## src/rtl/mac_rx.sv

```systemverilog
// Ethernet MAC receive front-end: strips preamble/SFD, streams frame bytes,
// checks CRC-32, length and rxer, and keeps good/bad frame counters.
module mac_rx #(
   parameter int MIN_LEN = 64,
   parameter int MAX_LEN = 1518
) (
   input  logic        in_rxc,
   input  logic        in_rstn,
   input  logic        in_rxdv,
   input  logic [7:0]  in_rxd,
   input  logic        in_rxer,
   output logic [7:0]  out_data,
   output logic        out_valid,
   output logic        out_sof,
   output logic        out_eof,
   output logic        out_good,
   output logic        out_bad,
   output logic [10:0] out_len,
   output logic [15:0] out_frames_ok,
   output logic [15:0] out_frames_err
);

   typedef enum logic [1:0] {IDLE, PRE, DATA, DROP} state_t;

   localparam logic [31:0] CRC_INIT = 32'hFFFF_FFFF;
   localparam logic [31:0] CRC_RES  = 32'hDEBB_20E3;
   localparam logic [10:0] LEN_MIN  = 11'(MIN_LEN);
   localparam logic [10:0] LEN_MAX  = 11'(MAX_LEN);
   localparam logic [10:0] LEN_SAT  = 11'h7FF;

   function automatic logic [31:0] crc_byte(
      input logic [31:0] c,
      input logic [7:0]  d
   );
      logic [31:0] r;
      r = c;
      for (int i = 0; i < 8; i++) begin
         if (r[0] ^ d[i]) r = (r >> 1) ^ 32'hEDB8_8320;
         else             r = r >> 1;
      end
      return r;
   endfunction

   state_t      state_q, state_d;
   logic [31:0] crc_q, crc_d;
   logic [10:0] len_q, len_d;
   logic        err_q, err_d;
   logic [7:0]  hold_q, hold_d;
   logic        hvld_q, hvld_d;
   logic        sofp_q, sofp_d;
   logic [7:0]  data_q, data_d;
   logic        valid_q, valid_d;
   logic        sof_q, sof_d;
   logic        eof_q, eof_d;
   logic        good_q, good_d;
   logic        bad_q, bad_d;
   logic [10:0] olen_q, olen_d;
   logic [15:0] ok_q, ok_d;
   logic [15:0] ecnt_q, ecnt_d;
   logic        frame_ok;

   assign frame_ok = (crc_q == CRC_RES) && (len_q >= LEN_MIN) &&
                     (len_q <= LEN_MAX) && !err_q;

   always_comb begin
      state_d = state_q;
      crc_d   = crc_q;
      len_d   = len_q;
      err_d   = err_q;
      hold_d  = hold_q;
      hvld_d  = hvld_q;
      sofp_d  = sofp_q;
      data_d  = data_q;
      valid_d = 1'b0;
      sof_d   = 1'b0;
      eof_d   = 1'b0;
      good_d  = 1'b0;
      bad_d   = 1'b0;
      olen_d  = '0;
      ok_d    = ok_q;
      ecnt_d  = ecnt_q;
      unique case (state_q)
         IDLE: begin
            if (in_rxdv) begin
               if (in_rxd == 8'h55) begin
                  state_d = PRE;
               end else begin
                  state_d = DROP;
                  ecnt_d  = ecnt_q + 16'd1;
               end
            end
         end
         PRE: begin
            if (!in_rxdv) begin
               state_d = IDLE;
               ecnt_d  = ecnt_q + 16'd1;
            end else if (in_rxer) begin
               state_d = DROP;
               ecnt_d  = ecnt_q + 16'd1;
            end else if (in_rxd == 8'hD5) begin
               state_d = DATA;
               crc_d   = CRC_INIT;
               len_d   = '0;
               err_d   = 1'b0;
               hvld_d  = 1'b0;
               sofp_d  = 1'b1;
            end else if (in_rxd != 8'h55) begin
               state_d = DROP;
               ecnt_d  = ecnt_q + 16'd1;
            end
         end
         DATA: begin
            if (in_rxdv) begin
               crc_d  = crc_byte(crc_q, in_rxd);
               len_d  = (len_q == LEN_SAT) ? len_q : len_q + 11'd1;
               err_d  = err_q | in_rxer;
               hold_d = in_rxd;
               hvld_d = 1'b1;
               if (hvld_q) begin
                  valid_d = 1'b1;
                  data_d  = hold_q;
                  sof_d   = sofp_q;
                  sofp_d  = 1'b0;
               end
            end else begin
               state_d = IDLE;
               hvld_d  = 1'b0;
               // Hold already covers every byte, so crc/len are final here
               if (hvld_q) begin
                  valid_d = 1'b1;
                  data_d  = hold_q;
                  sof_d   = sofp_q;
                  eof_d   = 1'b1;
                  good_d  = frame_ok;
                  bad_d   = !frame_ok;
                  olen_d  = len_q;
                  if (frame_ok) ok_d   = ok_q + 16'd1;
                  else          ecnt_d = ecnt_q + 16'd1;
               end else begin
                  ecnt_d = ecnt_q + 16'd1;
               end
            end
         end
         DROP: begin
            if (!in_rxdv) state_d = IDLE;
         end
         default: state_d = DROP;
      endcase
   end

   always_ff @(posedge in_rxc or negedge in_rstn) begin
      if (!in_rstn) begin
         state_q <= DROP;
         crc_q   <= CRC_INIT;
         len_q   <= '0;
         err_q   <= 1'b0;
         hold_q  <= '0;
         hvld_q  <= 1'b0;
         sofp_q  <= 1'b0;
         data_q  <= '0;
         valid_q <= 1'b0;
         sof_q   <= 1'b0;
         eof_q   <= 1'b0;
         good_q  <= 1'b0;
         bad_q   <= 1'b0;
         olen_q  <= '0;
         ok_q    <= '0;
         ecnt_q  <= '0;
      end else begin
         state_q <= state_d;
         crc_q   <= crc_d;
         len_q   <= len_d;
         err_q   <= err_d;
         hold_q  <= hold_d;
         hvld_q  <= hvld_d;
         sofp_q  <= sofp_d;
         data_q  <= data_d;
         valid_q <= valid_d;
         sof_q   <= sof_d;
         eof_q   <= eof_d;
         good_q  <= good_d;
         bad_q   <= bad_d;
         olen_q  <= olen_d;
         ok_q    <= ok_d;
         ecnt_q  <= ecnt_d;
      end
   end

   assign out_data       = data_q;
   assign out_valid      = valid_q;
   assign out_sof        = sof_q;
   assign out_eof        = eof_q;
   assign out_good       = good_q;
   assign out_bad        = bad_q;
   assign out_len        = olen_q;
   assign out_frames_ok  = ok_q;
   assign out_frames_err = ecnt_q;

endmodule

```

## config.mk

```make
export PLATFORM = sky130hd
export DESIGN_NAME = mac_rx
export DESIGN_NICKNAME = d
export VERILOG_FILES = /design/src/rtl/mac_rx.sv
export SDC_FILE = /design/constraint.sdc
export NUM_CORES = 1
export LEC_CHECK = 0
export ABC_AREA = 1
export CAP_MARGIN = 20
export CORE_MARGIN = 1.5
export CORE_UTILIZATION = 25
export DETAILED_ROUTE_END_ITERATION = 6
export PLACE_DENSITY = 0.46
export SLEW_MARGIN = 20
export SYNTH_ARGS = -nofsm -noshare
export SYNTH_HDL_FRONTEND = slang
export SYNTH_SLANG_ARGS = --single-unit
```

## constraint.sdc

```tcl
create_clock -name in_rxc -period 1.61 [get_ports in_rxc]
set_clock_uncertainty 0.1 [all_clocks]
set_input_delay 0.161 -clock in_rxc [delete_from_list [all_inputs] [get_ports in_rxc]]
set_output_delay 0.161 -clock in_rxc [all_outputs]
set_load 0.005 [all_outputs]
```

==> flow_summary.yaml <==
floorplanning:
  fp.dieW_um: 168.4
  die_h_um: 168.4
  rows: 60
  core_um2: 26880
  die_area_um2: 28350
  start_util_pct: 25.44
  pin_count: 68
yosys:
  ys_ff_latch: 112
  synth.top_cell.area_share_pct: 28.55
  synth.distinct_cells: 39
  synthCells: 948
  syn_area_um2: 6838
  synthesis.nets: 964
  yosys_warnings: 0
  yosysTopAreaCell: "dfrtp_1"
  seq_area_frac_synth_pct: 41.61
  avgSynthCellArea_um2: 7.213
  synth.area.top_cells: "dfrtp_1 (29%), nand2_1 (17%), dfstp_2 (13%)"
critical_path:
  crit_arrival_ps: 2120
  path_delay_family: "flip-flops"
  crit_chain: "inv_1 -> nand2_2 -> nand2_4 -> buf_12 -> xnor2_4 -> buf_6 -> nor2_1 -> nor2_1 -> nand2_1 -> o21ai_2 -> inv_1"
  critPathSlowestCell: "dfstp_2"
  cp_max_fo: 5
  reg2reg_slack_ps: -300
  r2r-end: "crc_q[3]"
  crit_type: "register to register"
  end_kind: "register"
  worstRegToRegCells: 11
  r2r_start: "crc_q[1]"
  cp_num_buf_inv: 4
  cp-start-kind: "register"
  max_stage_delay_ps: 590
  required_ps: 1820
grt:
  overflow: 0
  grt_max_degree: 41
  grt_pass1_vias: 7103
  grt_first_pass_wirelength_um: 36230
  grt_usage_pct: 16.12
  antenna_found_initial: 0
clocking:
  cts_num_sinks: 112
  cts_buffers: 9
  cts-root-buf: "clkbuf_16"
  clk_pin_slew_ps: 90
  htreeDepth: 3
  clock_path_buffers: 2
  worst_skew_pair.late_latency_ps: 370
  cts_tree: "done"
sta:
  tightest_slew_ps: 409.1
  slew_headroom_pct: 72.64
  whs_ps: 104.7
  worst_slack_ps: -300.5
  finalHoldViolCount: 0
  rsz0062_at_grt: "true"
  final-max-slew-violation-count: 0
  min_period_over_period_pct: 118.7
  max_freq_mhz: 523.4
  finalSetupViolCount: 98
  fin_crit_ps: 1910
  tns_ps: -17610
placement:
  dp_hpwl_um: 16020
  routabilityCongestion: 0.8748
  dp_slack_ps: -540.2
  port_buffers: 67
finish:
  diodes: 0
  drive_above_1_share_pct: 43.79
  finish.utilization_pct: 43.36
  synthToLayoutAreaGrowth_pct: 70.43
  nFillCells: 2631
  final_nets: 1267
worst_hold_path:
  min_path_type: "primary input to async pin"
detailed_routing:
  drtAntennaViolNets: 0
  firstDrtPassIters: 4
  wl_um: 22880
  route.detailed.drc: 0
  viasPerCell: 4.433
  wl_per_cell_um: 14.32
  vias: 7080
  first_iter_violations: 375
pwr:
  vdd_drop_max_v: 0.0007836
  power_leakage_nw: 5.641
  p_per_area_nw_per_um2: 1617
run:
  drv_cap: 0
run_status:
  status: "complete, but fails checks"
  violations: "setup timing"
[Yosys cell counts, drive strengths merged]
| library cell | instances |
|---|---|
| a211oi | 1 |
| a21oi | 10 |
| a31oi | 1 |
| a32oi | 5 |
| buf | 14 |
| clkbuf | 4 |
| clkinv | 1 |
| dfrtp | 78 |
| dfstp | 34 |
| ha | 4 |
| inv | 124 |
| nand2 | 318 |
| nand3 | 94 |
| nand3b | 2 |
| nand4 | 10 |
| nor2 | 104 |
| nor3 | 14 |
| nor4 | 4 |
| o211ai | 1 |
| o21ai | 50 |
| o22ai | 6 |
| or2 | 3 |
| xnor2 | 16 |
| xor2 | 50 |
[stage by stage]
stage	area, um2	instances	total power [mW]
6_report	11650	1597	18.85
5_1_grt	11650	1597	20.08
4_1_cts	10740	1578	17.17
3_5_place_dp	9359	1517	12.49
3_3_place_gp	9359	1517	12.47
2_1_floorplan	6905	948	8.572
[timing repair]
item	CTS	global route
hold buffers	1	0
pin swaps	48	69
hold endpoints to repair	80	0
cloned	6	2
gates resized for setup	194	206
setup endpoints to repair	113	112
buffers inserted	41	24
[routing by layer]
| metal | global-route usage (%) | up-vias | share of wire [%] |
|---|---|---|---|
| li1 | - | 3586 | - |
| met1 | 20.77 | 3389 | 45 |
| met2 | 28.27 | 83 | 51 |
| met3 | 1.434 | 22 | 2.0 |
| met4 | 5.512 | 0 | 2.0 |
| met5 | 0 | - | 0 |
[flip-flops by register name, summed over array words and instances, names as in the netlist]
| signal | count |
|---|---|
| out_eof | 1 |
| out_frames_ok | 16 |
| out_len | 11 |
| out_good | 1 |
| out_valid | 1 |
| out_data | 8 |
| sofp_q | 1 |
| crc_q | 32 |
| err_q | 1 |
| hold_q | 8 |
| hvld_q | 1 |
| state_q | 2 |
| out_bad | 1 |
| out_sof | 1 |
| out_frames_err | 16 |
| len_q | 11 |
[placed cells by master (no fill, tap or decap), types with 3 or more instances in the layout]
cell type / netlist / routed
dfrtp_1: 78 / 73
clkbuf_16: 0 / 11
dlygate4sd2_1: 0 / 10
nand2_4: 1 / 25
a21oi_1: 8 / 4
dfrtp_2: 0 / 5
o22ai_2: 0 / 3
nor2_2: 6 / 14
a21oi_2: 1 / 4
inv_2: 6 / 15
nand4_1: 9 / 9
buf_12: 0 / 15
xor2_2: 0 / 5
o21ai_2: 0 / 22
nor2_4: 5 / 26
clkdlybuf4s50_1: 0 / 47
nand2_8: 0 / 7
a32oi_1: 5 / 3
ha_1: 4 / 4
buf_8: 0 / 5
xor2_4: 0 / 3
o21ai_1: 10 / 14
dlymetal6s2s_1: 0 / 9
nand3_2: 2 / 33
xnor2_1: 15 / 10
o21ai_0: 40 / 13
buf_4: 4 / 180
nand3_4: 0 / 4
nand3_1: 92 / 57
dfstp_2: 34 / 34
xor2_1: 50 / 42
xnor2_4: 1 / 4
buf_6: 4 / 39
nor2_1: 93 / 64
inv_4: 0 / 3
nand2_1: 312 / 221
nor3_1: 13 / 13
nand2_2: 5 / 65
inv_1: 118 / 104
[worst max-delay path by stage]
stage / start / slack, ps / to / cells after the start
floorplan: crc_q[7] / -100 / out_frames_err[8] / 11
global placement: in_rxd[7] / -530 / crc_q[27] / 8
detailed placement: in_rxd[2] / -540 / crc_q[19] / 13
CTS: crc_q[7] / -290 / out_frames_err[0] / 10
global route: crc_q[1] / -420 / crc_q[3] / 11
finish: crc_q[1] / -300 / crc_q[3] / 11
[power breakdown]
part           switching (mW)  internal (mW)  leakage, nW
sequential              0.476           3.81         1.41
combinational            6.33           5.65         4.08
clock                    1.19           1.39        0.154
total                    8.00           10.9         5.64
[area by class of cell]
cell class | instances | area [um2] | area share [%]
clock inverters | 7 | 103.9 | 0.8911
repair buffers | 310 | 2952 | 25.33
clock buffers | 9 | 225.2 | 1.933
flip-flops and latches | 112 | 2851 | 24.47
multi-input cells | 693 | 4606 | 39.52
well taps | 341 | 426.7 | 3.661
inverters | 125 | 489.2 | 4.198
[cells by family after synthesis]
kind of cell / share of synthesized area [%]
AND/OR/NAND/NOR: 34.22
buffers and inverters: 8.600
flip-flops: 41.61
AO/OA/AOI/OAI: 6.112
XOR/XNOR: 8.728
adder cells (fa/ha/maj): 0.7320
No activity file was read; power rests on OpenSTA's default activity.
